`config.mk`:
```
export PLATFORM = sky130hd
export DESIGN_NAME = lcd_spi_target_rx
export DESIGN_NICKNAME = d
export VERILOG_FILES = /design/src/rtl/lcd_spi_target_rx_pkg.sv /design/src/rtl/lcd_spi_target_rx_fifo.sv /design/src/rtl/lcd_spi_target_rx.sv
export SDC_FILE = /design/constraint.sdc
export NUM_CORES = 1
export LEC_CHECK = 0
export BUFFER_PORTS_ARGS = -buffer_cell sky130_fd_sc_hd__buf_2
export CORE_ASPECT_RATIO = 1.2
export CORE_UTILIZATION = 33
export DETAILED_ROUTE_END_ITERATION = 6
export GPL_TIMING_DRIVEN = 0
export PLACE_DENSITY = 0.52
export SYNTH_ARGS = -nofsm -noshare
export SYNTH_HDL_FRONTEND = slang
export SYNTH_SLANG_ARGS = --single-unit
```
`constraint.sdc`:
```
create_clock -name clk_clk -period 4.6 [get_ports clk_clk]
set_input_delay 1.15 -clock clk_clk [delete_from_list [all_inputs] [get_ports clk_clk]]
set_output_delay 1.15 -clock clk_clk [all_outputs]
set_load 0.01 [all_outputs]
```
`src/rtl/lcd_spi_target_rx_pkg.sv`:
```
// lcd_spi_pkg: shared defaults, the receiver state type, the FIFO entry
// layout and the helper that picks which synced SCLK edge captures MOSI.
package lcd_spi_pkg;

  localparam int LCD_DATA_W     = 8;
  localparam int LCD_FIFO_DEPTH = 16;
  localparam bit LCD_CPOL       = 1'b0;
  localparam bit LCD_CPHA       = 1'b0;

  typedef enum logic {
    ST_IDLE   = 1'b0,
    ST_ACTIVE = 1'b1
  } rx_state_t;

  // Default-width FIFO entry; the receiver builds the same layout at its
  // own DATA_W.
  typedef struct packed {
    logic                  dc;
    logic                  first;
    logic [LCD_DATA_W-1:0] data;
  } lcd_entry_t;

  // The capture edge is the rising SCLK edge when CPOL and CPHA agree
  // (mode 0: leading edge of an idle-low clock, mode 3: trailing edge of an
  // idle-high clock); otherwise it is the falling edge.
  function automatic logic sample_on_rise(input logic cpol, input logic cpha);
    return (cpol == cpha);
  endfunction

endpackage

```
`src/rtl/lcd_spi_target_rx_fifo.sv`:
```
// lcd_rx_fifo: synchronous FIFO with extra-MSB pointers.
// A push into a full FIFO is accepted only when a pop happens in the same
// cycle. The head word reads as zero while the FIFO is empty.
module lcd_rx_fifo #(
  parameter int WIDTH = 10,
  parameter int DEPTH = 16
) (
  input  logic             clk,
  input  logic             rst_n,
  input  logic             push,
  input  logic [WIDTH-1:0] wdata,
  input  logic             pop,
  output logic [WIDTH-1:0] rdata,
  output logic             full,
  output logic             empty
);

  localparam int AW = $clog2(DEPTH);

  logic [WIDTH-1:0] mem [DEPTH];
  logic [AW:0]      wr_ptr_reg;
  logic [AW:0]      rd_ptr_reg;
  logic             do_push;
  logic             do_pop;

  assign empty   = (wr_ptr_reg == rd_ptr_reg);
  assign full    = (wr_ptr_reg[AW] != rd_ptr_reg[AW]) &&
                   (wr_ptr_reg[AW-1:0] == rd_ptr_reg[AW-1:0]);
  assign do_pop  = pop & ~empty;
  assign do_push = push & (~full | do_pop);

  // Storage array; left unreset so it maps onto RAM.
  always_ff @(posedge clk) begin
    if (do_push) begin
      mem[wr_ptr_reg[AW-1:0]] <= wdata;
    end
  end

  // Pointer update.
  always_ff @(posedge clk or negedge rst_n) begin
    if (!rst_n) begin
      wr_ptr_reg <= '0;
      rd_ptr_reg <= '0;
    end else begin
      if (do_push) wr_ptr_reg <= wr_ptr_reg + 1'b1;
      if (do_pop)  rd_ptr_reg <= rd_ptr_reg + 1'b1;
    end
  end

  // Head-of-FIFO view, forced to zero when nothing is stored.
  always_comb begin
    rdata = '0;
    if (!empty) rdata = mem[rd_ptr_reg[AW-1:0]];
  end

endmodule

```
`src/rtl/lcd_spi_target_rx.sv`:
```
// lcd_spi_target_rx: SPI target receiver for the LCD command/data link.
// Oversamples the SPI pins in the clk_clk domain and deserialises MSB-first
// words. Each word is tagged with D/C and a first-of-frame flag and queued
// in lcd_rx_fifo.
// Build option LCD_SPI_9BIT_EN: 3-wire 9-bit mode. The first bit of each
// word is the D/C tag and spi_dc is ignored.
module lcd_spi_target_rx
  import lcd_spi_pkg::*;
#(
  parameter int DATA_W     = LCD_DATA_W,
  parameter int FIFO_DEPTH = LCD_FIFO_DEPTH,
  parameter bit CPOL       = LCD_CPOL,
  parameter bit CPHA       = LCD_CPHA
) (
  input  logic              clk_clk,
  input  logic              reset_reset_n,
  input  logic              spi_sclk,
  input  logic              spi_ss_n,
  input  logic              spi_mosi,
  input  logic              spi_dc,
  output logic [DATA_W-1:0] rx_data,
  output logic              rx_dc,
  output logic              rx_first,
  output logic              rx_valid,
  input  logic              rx_ready,
  input  logic              ovf_clr,
  output logic              overflow,
  output logic              frame_err,
  output logic              busy
);

`ifdef LCD_SPI_9BIT_EN
  localparam int WORD_W = DATA_W + 1;
`else
  localparam int WORD_W = DATA_W;
`endif
  localparam int              CNT_W       = $clog2(WORD_W);
  localparam logic [CNT_W-1:0] LAST_BIT   = CNT_W'(WORD_W - 1);
  localparam bit              SAMPLE_RISE = sample_on_rise(CPOL, CPHA);

  // lcd_entry_t laid out at this instance's DATA_W.
  typedef struct packed {
    logic              dc;
    logic              first;
    logic [DATA_W-1:0] data;
  } entry_t;

  logic [2:0]        sclk_sync;
  logic [2:0]        ss_sync;
  logic [1:0]        mosi_sync;
  logic [1:0]        dc_sync;
  logic              sclk_rise;
  logic              sclk_fall;
  logic              sample_edge;
  logic              ss_fall;
  logic              ss_rise;

  rx_state_t         state_reg, state_next;
  logic [CNT_W-1:0]  bit_cnt_reg, bit_cnt_next;
  logic [WORD_W-2:0] shift_reg, shift_next;
  logic              first_pend_reg, first_pend_next;
  logic              frame_err_next;
  logic              word_done;
  logic [WORD_W-1:0] word_value;
  entry_t            entry_next;
  entry_t            entry_reg;
  logic              push_reg;
  logic              frame_err_reg;
  logic              overflow_reg;

  entry_t            head;
  logic              fifo_full;
  logic              fifo_empty;
  logic              drop;

  // Pin synchronisers. Each resets to the idle bus level so that no edge
  // appears to occur as reset is released.
  always_ff @(posedge clk_clk or negedge reset_reset_n) begin
    if (!reset_reset_n) begin
      sclk_sync <= {3{CPOL}};
      ss_sync   <= 3'b111;
      mosi_sync <= 2'b00;
      dc_sync   <= 2'b00;
    end else begin
      sclk_sync <= {sclk_sync[1:0], spi_sclk};
      ss_sync   <= {ss_sync[1:0], spi_ss_n};
      mosi_sync <= {mosi_sync[0], spi_mosi};
      dc_sync   <= {dc_sync[0], spi_dc};
    end
  end

  assign sclk_rise   = sclk_sync[1] & ~sclk_sync[2];
  assign sclk_fall   = ~sclk_sync[1] & sclk_sync[2];
  assign sample_edge = SAMPLE_RISE ? sclk_rise : sclk_fall;
  assign ss_fall     = ~ss_sync[1] & ss_sync[2];
  assign ss_rise     = ss_sync[1] & ~ss_sync[2];
  assign word_value  = {shift_reg, mosi_sync[1]};

  // Receiver state, bit counter and shift register.
  always_ff @(posedge clk_clk or negedge reset_reset_n) begin
    if (!reset_reset_n) begin
      state_reg      <= ST_IDLE;
      bit_cnt_reg    <= '0;
      shift_reg      <= '0;
      first_pend_reg <= 1'b0;
    end else begin
      state_reg      <= state_next;
      bit_cnt_reg    <= bit_cnt_next;
      shift_reg      <= shift_next;
      first_pend_reg <= first_pend_next;
    end
  end

  // Framing and deserialisation. A deassert that arrives together with a
  // sample edge wins, and the edge is dropped. In IDLE every edge is ignored,
  // including one that coincides with the SS_n fall.
  always_comb begin
    state_next      = state_reg;
    bit_cnt_next    = bit_cnt_reg;
    shift_next      = shift_reg;
    first_pend_next = first_pend_reg;
    frame_err_next  = 1'b0;
    word_done       = 1'b0;
    case (state_reg)
      ST_IDLE: begin
        if (ss_fall) begin
          state_next      = ST_ACTIVE;
          bit_cnt_next    = '0;
          first_pend_next = 1'b1;
        end
      end
      ST_ACTIVE: begin
        if (ss_rise) begin
          state_next     = ST_IDLE;
          bit_cnt_next   = '0;
          frame_err_next = (bit_cnt_reg != '0);
        end else if (sample_edge) begin
          shift_next = word_value[WORD_W-2:0];
          if (bit_cnt_reg == LAST_BIT) begin
            word_done       = 1'b1;
            bit_cnt_next    = '0;
            first_pend_next = 1'b0;
          end else begin
            bit_cnt_next = bit_cnt_reg + CNT_W'(1);
          end
        end
      end
      default: state_next = ST_IDLE;
    endcase
  end

  // Entry assembled from the completing bit. D/C comes either from the
  // leading bit of the word or from the synced D/C pin.
  always_comb begin
    entry_next.data  = word_value[DATA_W-1:0];
    entry_next.first = first_pend_reg;
`ifdef LCD_SPI_9BIT_EN
    entry_next.dc    = word_value[DATA_W];
`else
    entry_next.dc    = dc_sync[1];
`endif
  end

  // Staging register: a word completed in cycle N is written to the FIFO
  // in cycle N+1.
  always_ff @(posedge clk_clk or negedge reset_reset_n) begin
    if (!reset_reset_n) begin
      push_reg      <= 1'b0;
      entry_reg     <= '0;
      frame_err_reg <= 1'b0;
    end else begin
      push_reg      <= word_done;
      frame_err_reg <= frame_err_next;
      if (word_done) entry_reg <= entry_next;
    end
  end

  // A full FIFO is never empty, so an asserted rx_ready means a real pop
  // that frees a slot for the incoming word.
  assign drop = push_reg & fifo_full & ~rx_ready;

  // Sticky overflow flag. When a drop and ovf_clr coincide, the flag stays set.
  always_ff @(posedge clk_clk or negedge reset_reset_n) begin
    if (!reset_reset_n) begin
      overflow_reg <= 1'b0;
    end else if (drop) begin
      overflow_reg <= 1'b1;
    end else if (ovf_clr) begin
      overflow_reg <= 1'b0;
    end
  end

  lcd_rx_fifo #(
    .WIDTH ($bits(entry_t)),
    .DEPTH (FIFO_DEPTH)
  ) u_fifo (
    .clk   (clk_clk),
    .rst_n (reset_reset_n),
    .push  (push_reg),
    .wdata (entry_reg),
    .pop   (rx_ready),
    .rdata (head),
    .full  (fifo_full),
    .empty (fifo_empty)
  );

  assign rx_data   = head.data;
  assign rx_dc     = head.dc;
  assign rx_first  = head.first;
  assign rx_valid  = ~fifo_empty;
  assign overflow  = overflow_reg;
  assign frame_err = frame_err_reg;
  assign busy      = ~ss_sync[1];

endmodule

```
* After elaboration in Yosys (flattened, before gate mapping) *
Memory sizes are Yosys's and may differ from the RTL's.
Cells that the tools add are included.

operators by class
  add/subtract/negate cells = 3
  eq/ne operators = 9
  multiplexer cells = 24
  bitwise operators = 16
  reductions and logical operators = 6

operators with widths
  kind                                                    count
  two-way mux 1 bit                                       16
  two-way mux 3 bit                                       4
  adder 5 x 1 -> 5 bit (second input constant)            2
  two-way mux 10 bit                                      1
  NOT 1 bit                                               8
  AND 1 bit                                               7
  inequality test 2 bit (second input constant)           3
  one-hot mux 3 bit (2 select lines)                      1
  == test 5 bit                                           1
  == test 4 bit                                           1
  one-hot mux 1 bit (2 select lines)                      2
  AND reduction 4 bit                                     1
  adder 3 x 1 -> 3 bit (second input constant)            1
  == test 3 bit (second input constant)                   1
  inequality test 3 bit (second input constant)           1
  AND reduction 3 bit                                     1
  nonzero test 3 bit                                      1
  inequality test 2 x 1 -> 1 bit (second input constant)  1
  AND reduction 2 bit                                     1
  nonzero test 2 bit                                      1
  logical AND 1 bit                                       1
  inequality test 1 bit                                   1
  bitwise OR 1 bit                                        1

storage, ports and cells
  flip-flop bits (word level) = 45
  RAM bits = 160
  input port bits = 8
  memories kept = 1

memory list
  memory      words  width  rd ports  clocked after Yosys merged registers in  wr ports  line                          source
  u_fifo.mem  16     10     1         0                                        1         lcd_spi_target_rx_fifo.sv:20  logic [WIDTH-1:0] mem [DEPTH];

* Logic depth before layout (Yosys ltp) *
Gate-level depths: netlist of run 1.

  word-level depth = 7
  depth in mapped cells = 6
  depth with buffers taken out = 5

* Cells and area by module *
From an unflattened synthesis of run 1, not the netlist that was laid out.

second synthesis, totals
  cell total of the unflattened synthesis = 410
  area, all modules = 8,230.4 um^2

by module, submodules not included
  module             instances  cells an instance  area an instance (um^2)  sequential area each (um^2)
  lcd_rx_fifo        1          320                6,862.8                  5,054.8
  lcd_spi_target_rx  1          90                 1,367.6                  879.6

* Worst setup path after synthesis of run 1 *
OpenSTA, ideal clock, no wires.

  path kind = flip-flop to output port
  start = register u_fifo.rd_ptr_reg[0]
  end = output rx_data[0]
  data arrival time = 1.461 ns
  slack = 1.989 ns
  stages on the path, launching flop included = 6
  cells stage by stage = dfrtp_1 buf_6 buf_6 mux4_2 a22oi_1 a21oi_1

on the way
  cells in the longest elaborated chain, start to end = 2
  elaborated cells on any way between the ends = 3
  classes of those cells = 1 x eq/ne; 1 x mux; 1 x memory

RTL lines
  element                                                     line                          source
  from (decl)                                                 lcd_spi_target_rx_fifo.sv:22  logic [AW:0] rd_ptr_reg;
  from (signal assigned)                                      lcd_spi_target_rx_fifo.sv:46  if (do_pop) rd_ptr_reg <= rd_ptr_reg + 1'b1;
  memory read (16 x 10 bit) or == test 5 bit (tied branches)  --
  two-way mux 10 bit (*)                                      lcd_spi_target_rx_fifo.sv:53  if (!empty) rdata = mem[rd_ptr_reg[AW-1:0]];
  to (decl)                                                   lcd_spi_target_rx.sv:21       output logic [DATA_W-1:0] rx_data,

Mark *: on every way between the ends. The rest lies on a longest branch, timed or not.

* Worst setup path in the final report of run 1 *
Ends and elaborated chain as after synthesis.

==> impl_metrics.py, run 1 <==
metrics = {
    "detailed_routing": {
        "firstDrtPassIters": 4,
        "wl_per_cell_um": 20.5,
        "drt_iter0_drc": 203,
        "viasPerCell": 4.86,
        "route.vias.total": 3800,
        "remaining_drc_errors": 0,
        "routed_wirelength_um": 16000,
        "drtAntennaViolNets": 0,
    },
    "worst_setup_path": {
        "cp-end-kind": "primary output",
        "r2r_cells": 5,
        "cp-start-kind": "flip-flop",
        "worstPathMaxFanout": 10,
        "rrSetupSlack_ns": 2.34,
        "r2r_start": "u_fifo.rd_ptr_reg[1]",
        "crit_type": "reg2out",
        "r2r-end": "u_fifo.mem[7][2]",
        "cp_data_required_time_ns": 3.45,
        "cp.arrival_ns": 2.39,
    },
    "synthesis": {
        "synth_cell_types": 48,
        "synthArstFlopShare_pct": 22.0,
        "yosysMostFrequentCell": "edfxtp_1",
        "synth_largest_area_cell": "edfxtp_1",
        "ys_top_cells_by_area": "edfxtp_1, dfrtp_1, mux4_2",
        "synthTopCellsByCount": "edfxtp_1, dfrtp_1, mux4_2",
        "synth-warning-count": 0,
        "synth_cells": 400,
        "ys_dominant_reg_cell": "edfxtp_1",
        "ys_ff_latch": 205,
        "syn-cell-area_um2": 8110,
        "syn_avg_cell_area_um2": 20.3,
        "synth_edf_count": 160,
        "syn_nets": 416,
        "ys_seq_area_share_pct": 73.2,
        "synth_top_area_share_pct": 59.2,
    },
    "worst_hold_path": {
        "hp-class": "reg2reg",
        "worstHoldStart": "dc_sync[0]",
        "whs_endpoint": "dc_sync[1]",
        "worstHoldPathCells": 0,
    },
    "timing": {
        "hold_viol_final": 0,
        "rsz0062_at_grt": "no",
        "timing.hold.ws_ns": 0.350,
        "setup_ws_ns": 1.06,
        "clock_skew_ns": 0.0244,
        "worstMarginPinSlew_ns": 1.06,
        "fmax_mhz": 282,
        "setup_viol": 0,
        "fin_crit_ns": 3.54,
        "min_period_over_period_pct": 77.1,
        "final.setup.tns_ns": 0,
        "slew_violations": 0,
        "relSlewSlack_pct": 29.2,
    },
    "power": {
        "clockPowerShare_pct": 34.9,
        "seqPwrFrac_pct": 45.9,
        "switching_share_pct": 26.7,
        "powerDensity_nw_per_um2": 486,
        "pwr-share-comb_pct": 19.2,
        "leakagePower_nw": 3.56,
        "peakVddDrop_mv": 0.238,
        "netSwitchingPower_mw": 1.20,
        "cell_internal_pwr_mw": 3.31,
    },
    "clock_network": {
        "htreeDepth": 1,
        "cts.sinks": 205,
        "cts_resized": 0,
        "cts_tree": "yes",
        "insertion_delay_ns": 0.50,
        "root_buffer": "clkbuf_16",
        "cts_buffers": 22,
        "clk_path_buf_depth": 3,
        "clkSlewWorstSetupHoldPaths_ns": 0.05,
        "cts_hold_buffers": 0,
        "post-cts-setup-buffers": 0,
    },
    "global_route": {
        "grt_remaining_overflow": 0,
        "antenna_found_initial": 0,
        "grt_pass1_wl_um": 25300,
        "track_usage_pct": 13.3,
        "grt_max_degree": 46,
        "grt_pass1_vias": 4119,
    },
    "cells_and_area": {
        "finalNetCount": 462,
        "fillCellCount": 2241,
        "seq_area_um2": 5930,
        "finalNonFillerCells": 782,
        "areaGrowthSynthToFinish_pct": 14.3,
        "multi_input_area_um2": 1980,
        "largest_register_ffs": 160,
        "diodes": 0,
        "design_area_um2": 9270,
        "drive_gt1_share_pct": 27.9,
    },
    "placement": {
        "port_buffers": 21,
        "globalplace.congestion": 0.734,
        "hpwl_um": 10700,
        "dpl_cell_area_um2": 8630,
        "dpl_worst_slack_ns": 1.47,
        "dp.cells": 742,
    },
    "floorplan": {
        "start_util_pct": 33.7,
        "die_x_um": 145,
        "num_rows": 62,
        "die_y_um": 174,
        "die-area_um2": 25200,
        "num_io_pins": 22,
        "core_um2": 24000,
    },
    "job": {
        "maxCapViolations": 0,
    },
    "outcome": {
        "status": "finished clean",
    },
}
## area by class of cell
| class | instances | share of cell area (%) |
|---|---|---|
| Buffer | 21 | 1.63 |
| Clock buffer | 31 | 6.30 |
| Clock inverter | 9 | 0.621 |
| Inverter | 13 | 0.526 |
| Multi-Input combinational cell | 161 | 21.4 |
| Sequential cell | 205 | 64.0 |
| Tap cell | 320 | 4.32 |
| Timing Repair Buffer | 22 | 1.25 |
## power groups by stage
stage / clock (mW) / combinational (mW) / sequential (mW)
floorplan: 0 / 0.646 / 2.10
global placement: 0 / 0.887 / 2.11
detailed placement: 0 / 0.890 / 2.11
CTS: 1.62 / 0.890 / 2.07
global route: 1.68 / 0.944 / 2.08
finish: 1.57 / 0.866 / 2.07
## worst max-delay path, cell delays in order, from the launching register on
cell	delay [ns]
dfrtp_1	0.37
buf_6	0.18
buf_6	0.21
mux4_2	0.57
a22oi_1	0.31
a21oi_1	0.12
buf_2	0.15
## per-stage QoR
step / utilization (%) / power, mW
after floorplan: - / 2.74
after global routing: 38.6 / 4.70
after detailed placement: 35.9 / 3.00
final: 38.6 / 4.51
after global placement: 35.8 / 2.99
after CTS: 38.6 / 4.58
## cells by family (layout without fill, tap and decap cells)
kind of cell | count (synthesis) | count (layout) | share of synthesized area (%)
xor+xnor | 13 | 13 | 2.10
mux | 59 | 59 | 14.0
buf+inv | 34 | 96 | 2.47
simple gates | 34 | 34 | 2.84
compound gates | 46 | 46 | 4.04
flops | 205 | 205 | 73.2
fa+ha+maj | 9 | 9 | 1.36
## worst max-delay path by stage
stage | startpoint | end | slack [ns] | cells past startpoint
CTS | u_fifo.rd_ptr_reg[0] | rx_data[0] | 0.95 | 6
detailed placement | u_fifo.rd_ptr_reg[0] | rx_data[0] | 1.47 | 6
global route | u_fifo.rd_ptr_reg[0] | rx_data[0] | 0.87 | 6
finish | u_fifo.rd_ptr_reg[0] | rx_data[0] | 1.06 | 6
floorplan | u_fifo.rd_ptr_reg[0] | rx_data[0] | 1.99 | 5
global placement | rx_ready | u_fifo.mem[3][0] | 1.28 | 4
## routing by layer
layer	global-route usage [%]	up-vias	share of wire [%]	wire length, µm
met4	3.20	0	1.7	275
met2	22.8	78	50	8050
met5	0	-	0	0
met1	17.3	1988	43	6910
met3	2.55	27	4.9	783
li1	-	1707	-	-
## layout by cell type, fill, tap and decap left out, types with 3 or more instances in the layout
cell type	n
a22oi_1	20
nor2b_1	4
clkbuf_1	11
nor2_1	4
buf_2	30
a21oi_1	11
and3_1	15
o21ai_0	3
edfxtp_1	160
dfrtp_1	42
clkinv_2	6
xnor2_2	4
mux2_2	9
xnor2_1	7
mux4_1	5
ha_1	8
clkbuf_16	22
mux2_1	9
mux4_2	35
dfstp_2	3
buf_6	7
inv_1	13
No activity file was read; power rests on OpenSTA's default activity.
==> inputs of run 2 (changes only) <==
--- a/config.mk
+++ b/config.mk
@@ -10,7 +10,7 @@
 export CORE_UTILIZATION = 33
 export DETAILED_ROUTE_END_ITERATION = 6
 export GPL_TIMING_DRIVEN = 0
-export PLACE_DENSITY = 0.52
+export PLACE_DENSITY = 0.53
 export SYNTH_ARGS = -nofsm -noshare
 export SYNTH_HDL_FRONTEND = slang
 export SYNTH_SLANG_ARGS = --single-unit
==> constraint.sdc (replaced) <==
create_clock -name clk_clk -period 2.9 [get_ports clk_clk]
set_input_delay 0.725 -clock clk_clk [delete_from_list [all_inputs] [get_ports clk_clk]]
set_output_delay 0.725 -clock clk_clk [all_outputs]
set_load 0.01 [all_outputs]
==> run 2 against run 1 <==
Net effect:
- the run now ends with negative setup slack left
- non-clock buffer count increased by 5
- final cell count rose by 0.90%
- power is 79% higher
- flip-flop and latch count unchanged
- worst setup slack got worse by 1.1 ns
- global-route usage is 0.41 points higher
- critical path depth stayed put
- critical path type unchanged
- clock power is 98% higher
- die area unchanged
- clock skew fell by 0.014 ns
- worst hold slack worse by 0.025 ns
- critical endpoint unchanged
==> impl_metrics.py, run 2 (same netlist as run 1, synthesis figures left out) <==
metrics = {
    "outcome": {
        "status": "complete, but fails checks",
        "violations": "negative setup slack",
    },
    "power": {
        "netSwitchingPower_mw": 2.04,
        "leakagePower_nw": 3.69,
        "powerDensity_nw_per_um2": 835,
        "switching_share_pct": 25.3,
        "peakVddDrop_mv": 0.469,
        "pwr-share-comb_pct": 20.7,
        "cell_internal_pwr_mw": 6.03,
        "clockPowerShare_pct": 38.5,
        "seqPwrFrac_pct": 40.7,
    },
    "floorplan": {
        "die_y_um": 174,
        "num_rows": 62,
        "num_io_pins": 22,
        "start_util_pct": 33.7,
        "core_um2": 24000,
        "die-area_um2": 25200,
        "die_x_um": 145,
    },
    "worst_setup_path": {
        "cpMostUsedCell": "buf_12",
        "critPathTopFamily": "multiplexers",
        "cp-end-kind": "primary output",
        "cp.arrival_ns": 2.26,
        "cp-start-kind": "flip-flop",
        "critical_path_buf_inv_count": 3,
        "crit_path_top_delay_cell": "mux4_2",
        "worstPathMaxFanout": 7,
        "cpPeakStageDelay_ns": 0.53,
        "cp_cell_sequence": "buf_12, buf_12, mux4_2, a22oi_1, a21oi_1, buf_2",
        "crit_type": "reg2out",
        "cp_data_required_time_ns": 2.17,
    },
    "clock_network": {
        "htreeDepth": 1,
        "insertion_delay_ns": 0.50,
        "root_buffer": "clkbuf_16",
        "cts_buffers": 23,
        "clk_path_buf_depth": 3,
        "clkSlewWorstSetupHoldPaths_ns": 0.06,
        "cts_tree": "yes",
        "cts_hold_buffers": 0,
        "cts.sinks": 205,
    },
    "cells_and_area": {
        "final_cell_mix": "edfxtp_1, dfrtp_1, mux4_2, buf_2, clkbuf_16",
        "final_common_cell": "edfxtp_1",
        "largest_register_ffs": 160,
        "fillCellCount": 2166,
        "seq_area_um2": 5930,
        "finalNetCount": 468,
        "areaGrowthSynthToFinish_pct": 19.2,
        "multi_input_area_um2": 2070,
        "drive_gt1_share_pct": 35.4,
        "diodes": 0,
    },
    "timing": {
        "setup_viol": 10,
        "rsz0062_at_grt": "yes",
        "slew_violations": 0,
        "hold_viol_final": 0,
        "setup_ws_ns": -0.0805,
        "worstMarginPinSlew_ns": 1.12,
        "fmax_mhz": 336,
        "min_period_over_period_pct": 103,
        "final.setup.tns_ns": -0.479,
        "clock_skew_ns": 0.0103,
        "relSlewSlack_pct": 25.3,
        "fin_crit_ns": 2.98,
    },
    "detailed_routing": {
        "firstDrtPassIters": 4,
        "routed_wirelength_um": 16600,
        "drt_iter0_drc": 136,
        "viasPerCell": 4.86,
        "drtAntennaViolNets": 0,
        "remaining_drc_errors": 0,
        "route.vias.total": 3832,
        "wl_per_cell_um": 21.0,
    },
    "global_route": {
        "grt_pass1_vias": 4094,
        "grt_remaining_overflow": 0,
        "antenna_found_initial": 0,
        "grt_pass1_wl_um": 25600,
        "track_usage_pct": 13.7,
        "grt_max_degree": 46,
    },
    "placement": {
        "hpwl_um": 10500,
        "port_buffers": 21,
        "dpl_worst_slack_ns": 0.173,
        "globalplace.congestion": 0.732,
    },
    "job": {
        "maxCapViolations": 0,
    },
    "worst_hold_path": {
        "hp-class": "in2reg",
    },
}
## run 2: routing by layer
layer	GRT usage (%)	part of all wire, %
met4	3.60	1.6
met3	2.39	3.6
met5	0	0
met1	18.6	46
met2	22.6	49
## run 2: power groups by stage
stage	registers, mW	clock network [mW]	logic, mW
after floorplan	3.33	0	1.03
after global placement	3.34	0	1.39
after detailed placement	3.34	0	1.41
after CTS	3.29	3.18	1.68
after global routing	3.30	3.29	1.79
final	3.29	3.11	1.67
## run 2: metrics by stage
| stage | hold slack, ns | std cells | instance area, µm² | util [%] | total power, mW |
|---|---|---|---|---|---|
| finish | 0.324 | 789 | 9660 | 40.2 | 8.07 |
| global placement | 0.338 | 741 | 8620 | 35.8 | 4.73 |
| floorplan | 0.331 | 400 | 8110 | - | 4.35 |
| detailed placement | 0.335 | 741 | 8620 | 35.8 | 4.76 |
| global route | 0.318 | 789 | 9660 | 40.2 | 8.38 |
| CTS | 0.305 | 789 | 9630 | 40.1 | 8.15 |
## run 2: final cells by class
class / instances / area share, %
plain buffers: 20 / 2.05
clock buffers: 28 / 6.15
clock inverters: 14 / 2.33
inverters: 13 / 0.505
multi-input cells: 161 / 21.4
flip-flops and latches: 205 / 61.4
well taps: 320 / 4.14
repair buffers: 28 / 2.01
## run 2: final timing paths
kind	slack [ns]	endpoint	depth (start not counted)	startpoint
min in group asynchronous	0.40	frame_err	1	reset_reset_n
min reg2reg	0.35	dc_sync[1]	0	dc_sync[0]
max reg2reg	0.31	u_fifo.mem[7][1]	7	u_fifo.rd_ptr_reg[0]
max	-0.08	rx_data[0]	6	u_fifo.rd_ptr_reg[0]
max in group asynchronous	1.87	u_fifo.wr_ptr_reg[3]	1	reset_reset_n
min	0.32	ss_sync[0]	1	spi_ss_n
## run 2: timing repair
| action | in CTS | in global routing |
|---|---|---|
| resized for setup | 36 | 7 |
| setup buffers | 6 | 0 |
| pin swaps | 14 | 6 |
| endpoints found under the setup margin | 11 | 10 |
| cloned | 1 | 0 |
